===== config.mk =====
export PLATFORM = sky130hd
export DESIGN_NAME = pipelined_adder
export DESIGN_NICKNAME = d
export VERILOG_FILES = /design/src/rtl/adder_pkg.sv /design/src/rtl/adder_chunk_stage.sv /design/src/rtl/pipelined_adder.sv
export SDC_FILE = /design/constraint.sdc
export NUM_CORES = 1
export LEC_CHECK = 0
export ABC_AREA = 1
export BUFFER_PORTS_ARGS = -buffer_cell sky130_fd_sc_hd__buf_2
export CORE_ASPECT_RATIO = 1.2
export CORE_MARGIN = 2
export CORE_UTILIZATION = 50
export DETAILED_ROUTE_END_ITERATION = 16
export GPL_TIMING_DRIVEN = 0
export PLACE_DENSITY = 0.73
export SYNTH_ARGS = -nofsm -noshare
export SYNTH_HDL_FRONTEND = slang
export SYNTH_SLANG_ARGS = --single-unit

===== constraint.sdc =====
create_clock -name clk -period 6.52 [get_ports clk]
set_input_delay 1.304 -clock clk [delete_from_list [all_inputs] [get_ports clk]]
set_output_delay 1.304 -clock clk [all_outputs]
set_load 0.02 [all_outputs]

===== src/rtl/adder_pkg.sv =====
// Shared types and helpers for the pipelined add/subtract unit.
// Op encoding, chunk-width derivation and the per-stage carry/valid record.
package adder_pkg;

    localparam logic ADD = 1'b0;
    localparam logic SUB = 1'b1;

    // Width of the slice each pipeline stage ripples through.
    function automatic int chunk_w(input int width, input int stages);
        return width / stages;
    endfunction

    typedef struct packed {
        logic valid;
        logic carry;
    } stage_ctl_t;

endpackage


===== src/rtl/adder_chunk_stage.sv =====
// One pipeline stage: ripples a CHUNK-bit slice plus carry-in,
// then registers the slice sum, the carry-out and the stage valid.
module adder_chunk_stage
    import adder_pkg::*;
#(
    parameter int CHUNK = 8
) (
    input  logic             clk,
    input  logic             rst,
    input  logic             en,
    input  logic [CHUNK-1:0] a,
    input  logic [CHUNK-1:0] b,
    input  logic             cin,
    input  logic             valid_in,
    output logic [CHUNK-1:0] sum,
    output stage_ctl_t       ctl
);

    logic [CHUNK:0] full;

    assign full = {1'b0, a} + {1'b0, b} + {{CHUNK{1'b0}}, cin};

    // Capture the slice result and its carry; hold everything on stall.
    always_ff @(posedge clk or posedge rst) begin
        if (rst) begin
            sum       <= '0;
            ctl.valid <= 1'b0;
            ctl.carry <= 1'b0;
        end else if (en) begin
            sum       <= full[CHUNK-1:0];
            ctl.valid <= valid_in;
            ctl.carry <= full[CHUNK];
        end
    end

endmodule


===== src/rtl/pipelined_adder.sv =====
// Pipelined WIDTH-bit add/subtract: STAGES slices, carry registered
// between stages, operands skewed in and results deskewed out.
module pipelined_adder
    import adder_pkg::*;
#(
    parameter int WIDTH  = 32,
    parameter int STAGES = 4
) (
    input  logic             clk,
    input  logic             rst,
    input  logic             in_valid,
    output logic             in_ready,
    input  logic [WIDTH-1:0] in_a,
    input  logic [WIDTH-1:0] in_b,
    input  logic             in_cin,
    input  logic             in_sub,
    output logic             out_valid,
    input  logic             out_ready,
    output logic [WIDTH-1:0] out_sum,
    output logic             out_cout,
    output logic             out_ovf
);

    localparam int CHUNK = chunk_w(WIDTH, STAGES);

    if (STAGES < 1 || STAGES > WIDTH || (WIDTH % STAGES) != 0) begin : g_bad_cfg
        $error("pipelined_adder: WIDTH must be a multiple of STAGES, 1<=STAGES<=WIDTH");
    end

    logic             en;
    logic [WIDTH-1:0] eff_b;
    logic             eff_cin;
    logic             msb_ab;

    logic [CHUNK-1:0] st_a   [STAGES];
    logic [CHUNK-1:0] st_b   [STAGES];
    logic [CHUNK-1:0] st_sum [STAGES];
    stage_ctl_t       st_ctl [STAGES];

    // One global enable: the whole pipe advances unless the output is stuck.
    assign en       = !out_valid || out_ready;
    assign in_ready = en;

    // Subtraction is A + ~B + !borrow.
    assign eff_b   = (in_sub == SUB) ? ~in_b : in_b;
    assign eff_cin = in_cin ^ in_sub;

    for (genvar k = 0; k < STAGES; k++) begin : g_stage
        logic cin_k;
        logic vin_k;

        if (k == 0) begin : g_head
            assign st_a[k] = in_a[0 +: CHUNK];
            assign st_b[k] = eff_b[0 +: CHUNK];
            assign cin_k   = eff_cin;
            assign vin_k   = in_valid;
        end else begin : g_skew
            logic [CHUNK-1:0] sk_a [k];
            logic [CHUNK-1:0] sk_b [k];

            // Delay operand slice k by k cycles so it meets its carry.
            always_ff @(posedge clk or posedge rst) begin
                if (rst) begin
                    for (int j = 0; j < k; j++) begin
                        sk_a[j] <= '0;
                        sk_b[j] <= '0;
                    end
                end else if (en) begin
                    sk_a[0] <= in_a[k*CHUNK +: CHUNK];
                    sk_b[0] <= eff_b[k*CHUNK +: CHUNK];
                    for (int j = 1; j < k; j++) begin
                        sk_a[j] <= sk_a[j-1];
                        sk_b[j] <= sk_b[j-1];
                    end
                end
            end

            assign st_a[k] = sk_a[k-1];
            assign st_b[k] = sk_b[k-1];
            assign cin_k   = st_ctl[k-1].carry;
            assign vin_k   = st_ctl[k-1].valid;
        end

        adder_chunk_stage #(
            .CHUNK(CHUNK)
        ) u_chunk (
            .clk      (clk),
            .rst      (rst),
            .en       (en),
            .a        (st_a[k]),
            .b        (st_b[k]),
            .cin      (cin_k),
            .valid_in (vin_k),
            .sum      (st_sum[k]),
            .ctl      (st_ctl[k])
        );

        if (k == STAGES - 1) begin : g_tail
            assign out_sum[k*CHUNK +: CHUNK] = st_sum[k];
        end else begin : g_deskew
            localparam int D = STAGES - 1 - k;
            logic [CHUNK-1:0] dk [D];

            // Hold finished low slices until the top slice catches up.
            always_ff @(posedge clk or posedge rst) begin
                if (rst) begin
                    for (int j = 0; j < D; j++) begin
                        dk[j] <= '0;
                    end
                end else if (en) begin
                    dk[0] <= st_sum[k];
                    for (int j = 1; j < D; j++) begin
                        dk[j] <= dk[j-1];
                    end
                end
            end

            assign out_sum[k*CHUNK +: CHUNK] = dk[D-1];
        end
    end

    // Keep a^b of the top bit so the carry into the MSB can be recovered.
    always_ff @(posedge clk or posedge rst) begin
        if (rst) begin
            msb_ab <= 1'b0;
        end else if (en) begin
            msb_ab <= st_a[STAGES-1][CHUNK-1] ^ st_b[STAGES-1][CHUNK-1];
        end
    end

    assign out_valid = st_ctl[STAGES-1].valid;
    assign out_cout  = st_ctl[STAGES-1].carry;
    assign out_ovf   = msb_ab ^ out_sum[WIDTH-1] ^ out_cout;

endmodule


Word-level counts from Yosys, hierarchy flattened
Cells that the tools add are included.
{"block": "word_totals", "reg_bits": 185, "inputBits": 70, "out_inout_bits": 36, "wordCells": 47}
{"block": "op_classes", "n_mux": 1, "reduce_logical": 2, "n_bitwise": 5, "n_addsub": 8}
{"operator": "$add 8x8->9", "n": 4}
{"operator": "$add 9x1->9", "n": 4}
{"operator": "$mux 32", "n": 1}
{"operator": "$not 32->32", "n": 1}
{"operator": "$xor 1x1->1", "n": 4}
{"operator": "$logic_not 1->1", "n": 1}
{"operator": "$logic_or 1x1->1", "n": 1}

Depth between registers and ports, before layout
Gate-level depths: netlist (run 1).
{"block": "logic_depth", "depth_word": 4, "mapped_depth": 14, "depth_no_buf": 12}

Cells and area by module
From an unflattened synthesis (run 1), not the netlist that was laid out.
{"block": "hier_totals", "hier_cells": 1080, "hier_area_um2": 9072.5}
{"module": "pipelined_adder", "area_each_um2": 6004.5, "cells_per_inst": 692, "n_inst": 1, "seq_area_each_um2": 3628.5}
{"module": "adder_chunk_stage (g_stage[0].u_chunk ...)", "area_each_um2": 769.5, "cells_per_inst": 97, "n_inst": 2, "seq_area_each_um2": 250.2}
{"module": "adder_chunk_stage (g_stage[1].u_chunk ...)", "area_each_um2": 764.5, "cells_per_inst": 97, "n_inst": 2, "seq_area_each_um2": 250.2}

Worst setup path after synthesis (run 1)
No wires, ideal clock.
{"block": "synth_timing", "path_type": "input to output", "from": "in out_ready", "to": "out in_ready", "t_arrival_ns": 1.821, "slack_ns": 3.395, "cell_stages": 4, "n_path_buf": 2, "required_time_ns": 5.216, "path_cell_list": "nor2_4 -> inv_2 -> buf_6 -> buf_2"}
{"block": "synth_via", "elab_chain_cells": 1}
{"element": "from (decl)", "line": "pipelined_adder.sv:18", "text": "input logic out_ready,"}
{"element": "$logic_or 1x1->1", "line": "pipelined_adder.sv:41", "text": "assign en = !out_valid || out_ready;"}
{"element": "to (decl)", "line": "pipelined_adder.sv:12", "text": "output logic in_ready,"}
No other way between the ends.

Worst setup path in the final report (run 1)
Same ends and word-level chain as after synthesis.

==> results of run 1 <==
registers in the layout, summed over array words and instances (netlist names):
signal and count:
g_stage.g_skew.sk_a 48, g_stage.u_chunk.sum 32, msb_ab 1, g_stage.g_skew.sk_b 48, g_stage.g_deskew.dk 32, g_stage.u_chunk.ctl 8
out_sum 16
through the flow:
step	setup slack (ns)	std cells	hold WS (ns)	cell area [sq um]	total power [mW]
CTS	3.01	1341	0.465	10100	5.05
floorplan	0.187	990	0.440	8700	3.41
global route	2.94	1341	0.481	10100	5.42
global placement	-1.83	1310	0.449	9490	3.90
finish	3.02	1341	0.467	10100	5.02
detailed placement	3.02	1311	0.450	9530	3.98
layout make-up:
class	count	area share
clock inverter	8	0.0120
clock buffer	22	0.0459
buffer	60	0.0405
tap	216	0.0267
multi-input combinational	678	0.337
sequential	185	0.458
inverter	67	0.0256
timing repair buffer	105	0.0542
critical path: cells and delay by family:
kind / cells / cell delay [ns]
buf+inv: 5 / 0.68
simple gates: 1 / 0.20
logic make-up after synthesis:
logic type                 count (synthesis)
and+or+nand+nor                          481
DFF                                      185
AOI/OAI and AO/OA                        121
adders and majority gates                 36
buffers and inverters                    127
xor gates and xnor gates                  40
cell usage after synthesis:
master / number
o22ai_2: 3
or2_1: 4
fa_1: 8
o21a_1: 1
buf_6: 2
inv_1: 66
buf_2: 12
nor2_4: 1
nand2_1: 406
xnor2_1: 29
dfrtp_1: 185
ha_1: 28
buf_4: 41
nand3b_1: 13
and2_1: 3
a21oi_1: 15
xor2_1: 11
a211oi_1: 3
inv_2: 1
nand3_1: 21
clkbuf_1: 5
o21ai_1: 24
or2_2: 3
o21ai_0: 75
nor2_1: 30
power by group:
part | total [mW] | switching [mW] | leakage, nW | internal (mW)
Clock | 1.04 | 0.423 | 0.286 | 0.618
Combinational | 2.02 | 1.22 | 2.80 | 0.798
Sequential | 1.96 | 0.299 | 2.24 | 1.66
final timing paths:
path	from	to	cells after the start
max in group asynchronous	rst	g_stage[0].g_deskew.dk[9]	3
min reg2reg	g_stage[2].u_chunk.ctl[1]	g_stage[3].u_chunk.ctl[1]	1
min in group asynchronous	rst	g_stage[2].g_skew.sk_a[10]	2
min	g_stage[2].u_chunk.ctl[1]	g_stage[3].u_chunk.ctl[1]	1
max reg2reg	g_stage[2].u_chunk.ctl[0]	g_stage[3].u_chunk.sum[6]	8
max	out_ready	in_ready	6
metal layers:
| layer | wire (um) | vias to the layer above |
|---|---|---|
| met3 | 847 | 21 |
| met2 | 10400 | 157 |
| li1 | - | 3323 |
| met5 | 0 | - |
| met4 | 309 | 0 |
| met1 | 8380 | 3203 |
==> metrics.md, run 1 <==
| Metric | Value |
|---|---|
| Status | complete, no violations |
| Post_cts resized | 0 |
| PortBufs | 104 |
| Reg2Reg Setup Slack | 4.52 ns |
| Vias in the first global route | 6,702 |
| Die Height | about 150 um |
| Pin count of the biggest net entering global routing | 95 |
| # hold bufs at CTS | 0 |
| Htree depth | 4 |
| Clock skew | approximately 0.0096 ns |
| Clock tree sinks | ~190 |
| Post-CTS Setup Inserts | 0 |
| DRT antenna net count | 0 |
| Worst path max stage delay | approximately 0.20 ns |
| Met3 track demand over resource | 0.0353 |
| Vias per cell | approximately 5.0 |
| GR Util All Layers | 0.225 |
| Synth Area in Compound Gates | 0.0733 |
| Peak supply drop | about 220 uV |
| # fillers | about 1,500 |
| Routed WL per cell | ~15 um |
| # diodes | 0 |
| Cell taking the most area after synthesis | dfrtp_1 |
| Relative slew margins | 0.572 |
| Upper clock frequency limit | ~290 MHz |
| Share of layout cells above drive strength 1 | 0.174 |
| Critical Path AT | about 2.2 ns |
| Commonest cells after routing, fill and taps aside | 406 x nand2_1, 185 x dfrtp_1, 116 x buf_2 |
| Syn nets | around 1,100 |
| Seq/Total Area, Yosys | 0.532 |
| Global route total overflow | 0 |
| Maxcap violations | 0 |
| Routed Wire Length | ~20,000 um |
| Gate Count Post-Synth | 990 |
| Routability congestion estimate from global placement | between 0.8 and 0.9 |
| Global-route wire length before repair | about 33,000 um |
| Clk Latency, worst-skew pair | roughly 0.43 ns |
| Max FO, Critical Path | 10 |
| Die outline area | around 0.018 sq mm |
| Drc violations | 0 |
| Multi-input logic area | 0.00341 sq mm |
| Pins Over Slew Limit | 0 |
| CP dominant cell by count | buf_2 |
| Crit. End Element | primary output |
| Pwr/cell area | between 400 and 500 mW/mm^2 |
| Area grow syn2layout | 16.2% |
| Commonest non-fill, non-tap cell in the layout | nand2_1 |
| Initial antenna violation count | 0 |
| Worst min-delay path class | reg2reg |
| CORE AREA | approximately 0.017 sq mm |
| Area contributors post-synth | dfrtp_1 53%, nand2_1 18%, o21ai_0 4.3%, ha_1 4.0%, buf_4 3.5% |
| CTS tree | yes |
| RSZ-0062 raised after global routing | false |
| Router iterations before antenna repair | 5 |
| TritonCTS buffer count | 17 |
| Setup violators final | 0 |
| Syn Std Cell Area | 0.00870 sq mm |
| HPWL Detailed | approximately 14,000 um |
| Post-synthesis mux area share | 0 |
| YS warnings | 0 |
| Crit path launch type | input port |
| GR Util met1 | 0.276 |
| Clock root buffer | clkbuf_16 |
| Post-Synth Simple-Gate Area | 0.220 |
| GRT met2 Usage | 0.411 |
| Reg area | 0.00463 sq mm |
| CP Class | in2out |
| Post-synth cell types | 25 |
| Final design utilization | 0.596 |
| Worst-path cell chain | buf_2 > nor2_4 > inv_2 > buf_6 > buf_2 > buf_2 |
| Worst EP required | roughly 5.2 ns |
| Main combinational cell family by area after synthesis | simple AND/OR/NAND/NOR gates |
| Final hold viol count | 0 |
| Slowest CP cell | nor2_4 |
| Initial Utilization | 0.512 |
| DRT iter0 DRCs | 387 |
| Via Count | 6,704 |
| Post-synth top area share | 0.532 |
| Nets | around 1,200 |
| Chip Width | 124 um |
| Fin crit share | 0.537 |
| Synthesized-area fraction occupied by adder cells | 0.0587 |
| Setup TNS | 0 ns |
| I/O pin count | 106 |
| Period minus WS final | about 3.5 ns |
| Busiest grt layer | met2 |
| XOR/XNOR share of the synthesized area | 0.0403 |
| Syn avg cell area | roughly 9 sq um |
| CTS Buffer Depth | 2 |
| Cell Rows | 52 |
| Slew @ Worst Pin | roughly 0.64 ns |
| Flop and latch count out of synthesis | 185 |
| Clock transition at path regs | ~0.07 ns |
| Leakage | roughly 5.3 nW |
Note: power is estimated with default switching activity, not from simulation.
==> inputs of run 2 (changes only) <==
--- a/config.mk
+++ b/config.mk
@@ -12,7 +12,7 @@
 export CORE_UTILIZATION = 50
 export DETAILED_ROUTE_END_ITERATION = 16
 export GPL_TIMING_DRIVEN = 0
-export PLACE_DENSITY = 0.73
+export PLACE_DENSITY = 0.7
 export SYNTH_ARGS = -nofsm -noshare
 export SYNTH_HDL_FRONTEND = slang
 export SYNTH_SLANG_ARGS = --single-unit
==> constraint.sdc (replaced) <==
create_clock -name clk -period 3.6 [get_ports clk]
set_input_delay 0.72 -clock clk [delete_from_list [all_inputs] [get_ports clk]]
set_output_delay 0.72 -clock clk [all_outputs]
set_load 0.02 [all_outputs]
==> run 2 against run 1 <==
Design area rose by 0.69%. Register-to-register slack got worse by 3.0 ns. Non-clock buffer count up 4. Hold slack worse by 0.22 ns. Total power up 81%. Routed wire length fell by 1.8%. Via count fell by 0.79%. Global-route usage decreased by 0.41 points. Sequential power rose by 80%. Cell count rose by 0.45%. Critical path type unchanged.
==> metrics.md, run 2 (synthesis results as in run 1) <==
| Metric | Value |
|---|---|
| Setup WS post-layout | 1.26 ns (-1.76 ns) |
| Worst min-delay path class | in2async |
| Cell Rows | 52 (unchanged) |
| Commonest cells after routing, fill and taps aside | 406 x nand2_1, 185 x dfrtp_1, 116 x buf_2 |
| Nets | 1,224 (+0.33%) |
| Clock tree sinks | 185 (unchanged) |
| Period minus WS final | about 2.3 ns |
| Clock transition at path regs | 0.06 ns (about the same) |
| Vias per cell | 4.94 (-1.2%) |
| DRT antenna net count | 0 (unchanged) |
| CTS tree | yes |
| Initial antenna violation count | 0 (unchanged) |
| I/O pin count | 106 (unchanged) |
| Upper clock frequency limit | about 430 MHz |
| DRT iter0 DRCs | 434 (+12%) |
| Setup violators final | 0 (unchanged) |
| GR Util All Layers | 0.221 (-0.00411) |
| Post-CTS Setup Inserts | 0 (unchanged) |
| Maxcap violations | 0 (unchanged) |
| Max FO, Critical Path | 10 (unchanged) |
| Fin crit share | 0.649 |
| Pin count of the biggest net entering global routing | 43 (-55%) |
| Setup WS pre-CTS | 0.948 ns (-2.07 ns) |
| Critical Path AT | 1.62 ns (-0.58 ns) |
| Reg2Reg Setup Slack | 1.56 ns (-2.96 ns) |
| Final hold viol count | 0 (unchanged) |
| Post-Layout Cell Count | 1,347 (+0.45%) |
| RSZ-0062 raised after global routing | false |
| # hold bufs at CTS | 0 (unchanged) |
| # fillers | 1,539 (+0.79%) |
| PortBufs | 104 (unchanged) |
| Die Height | 149 um (unchanged) |
| Commonest non-fill, non-tap cell in the layout | nand2_1 |
| RR Startpoint | g_stage[2].u_chunk.ctl[0] |
| Chip Width | 124 um (unchanged) |
| Clock skew | 0.00740 ns (-0.00221 ns) |
| Pwr/cell area | 891 mW/mm^2 (+79%) |
| Hold_ws | 0.247 ns (-0.220 ns) |
| Vias in the first global route | 6,445 (-3.8%) |
| CP Class | in2out |
| Top Registers | g_stage.g_skew.sk_a (48), g_stage.g_skew.sk_b (48) |
| Clock root buffer | clkbuf_16 |
| Reg2reg path depth | 8 (unchanged) |
| Crit. End Element | primary output |
| Leakage | 5.35 nW (+0.46%) |
| Area grow syn2layout | 17.0% |
| Global route total overflow | 0 (unchanged) |
| Setup TNS | 0 ns (unchanged) |
| Worst EP required | 2.88 ns (-2.34 ns) |
| Htree depth | 4 (unchanged) |
| Relative slew margins | 0.625 (+0.0526) |
| Peak supply drop | 467 uV (+110%) |
| Placed cells | 1,315 (+0.31%) |
| Via Count | 6,651 (-0.79%) |
| Status | complete, no violations |
| HPWL Detailed | 14,200 um (+0.71%) |
| Die outline area | 0.0185 sq mm (unchanged) |
| Drc violations | 0 (unchanged) |
| Routed Wire Length | 19,600 um (-1.8%) |
| Router iterations before antenna repair | 5 (unchanged) |
| Crit path launch type | input port |
| Design Area, Final | 0.0102 sq mm (+0.69%) |
| CORE AREA | 0.0170 sq mm (unchanged) |
| TritonCTS buffer count | 17 (unchanged) |
| # diodes | 0 (unchanged) |
| Routed WL per cell | 14.6 um (-2.2%) |
| CTS Buffer Depth | 2 (unchanged) |
| R2r endpoint | g_stage[3].u_chunk.sum[6] |
| Share of layout cells above drive strength 1 | 0.178 (+0.00350) |
| Routability congestion estimate from global placement | 0.836 (-1.0%) |
| Clk Latency, worst-skew pair | 0.43 ns (about the same) |
| Initial Utilization | 0.512 (unchanged) |
| Pins Over Slew Limit | 0 (unchanged) |
| DP Area | 0.00960 sq mm (+0.72%) |
| Post_cts resized | 0 (unchanged) |
| Global-route wire length before repair | 32,200 um (-2.1%) |
| Slew @ Worst Pin | 0.563 ns (-0.0790 ns) |
run 2: changes by cell type in the layout (fill, tap and decap cells not counted), sizes merged:
cell,before,now
buf,160,164
clkinvlp,1,3
inv,67,68
clkbuf,27,26
run 2: cell type report:
class | count | area [sq um] | area share
Buffer | 60 | 409 | 0.0402
Multi-Input combinational cell | 678 | 3410 | 0.335
Clock inverter | 11 | 146 | 0.0144
Tap cell | 216 | 270 | 0.0265
Timing Repair Buffer | 109 | 621 | 0.0609
Sequential cell | 185 | 4630 | 0.455
Clock buffer | 21 | 440 | 0.0432
Inverter | 67 | 255 | 0.0251
run 2: how the worst max path moves through the flow:
stage | startpoint | to | slack (ns) | depth (start not counted)
final | out_ready | in_ready | 1.26 | 6
after detailed placement | in_sub | g_stage[0].u_chunk.sum[6] | 0.95 | 14
after global placement | rst | g_stage[0].u_chunk.sum[1] | -0.62 | 2
after global routing | g_stage[3].u_chunk.ctl[1] | in_ready | 1.19 | 6
after CTS | out_ready | in_ready | 1.25 | 6
after floorplan | rst | g_stage[0].g_deskew.dk[10] | 0.50 | 1
run 2: where the power goes:
group	switching (mW)	internal, mW
sequential	0.523	3.01
combinational	2.20	1.45
clock	0.792	1.09
run 2: critical path: stages:
cell    delay (ns)
buf_2         0.11
nor2_4        0.21
inv_2         0.07
buf_6         0.14
buf_2         0.18
buf_2         0.18
run 2: metal layers:
| metal | up-vias | GRT usage | wire, um | share of wire |
|---|---|---|---|---|
| li1 | 3334 | - | - | - |
| met1 | 3147 | 0.288 | 8750 | 0.45 |
| met2 | 146 | 0.379 | 9710 | 0.50 |
| met3 | 24 | 0.0432 | 826 | 0.042 |
| met4 | 0 | 0.0635 | 324 | 0.017 |
| met5 | - | 0 | 0 | 0 |
run 2: through the flow:
| step | utilization | total power, mW |
|---|---|---|
| 6_report | 0.600 | 9.07 |
| 5_1_grt | 0.600 | 9.80 |
| 4_1_cts | 0.600 | 9.12 |
| 3_5_place_dp | 0.565 | 7.21 |
| 3_3_place_gp | 0.559 | 7.07 |
| 2_1_floorplan | - | 6.17 |
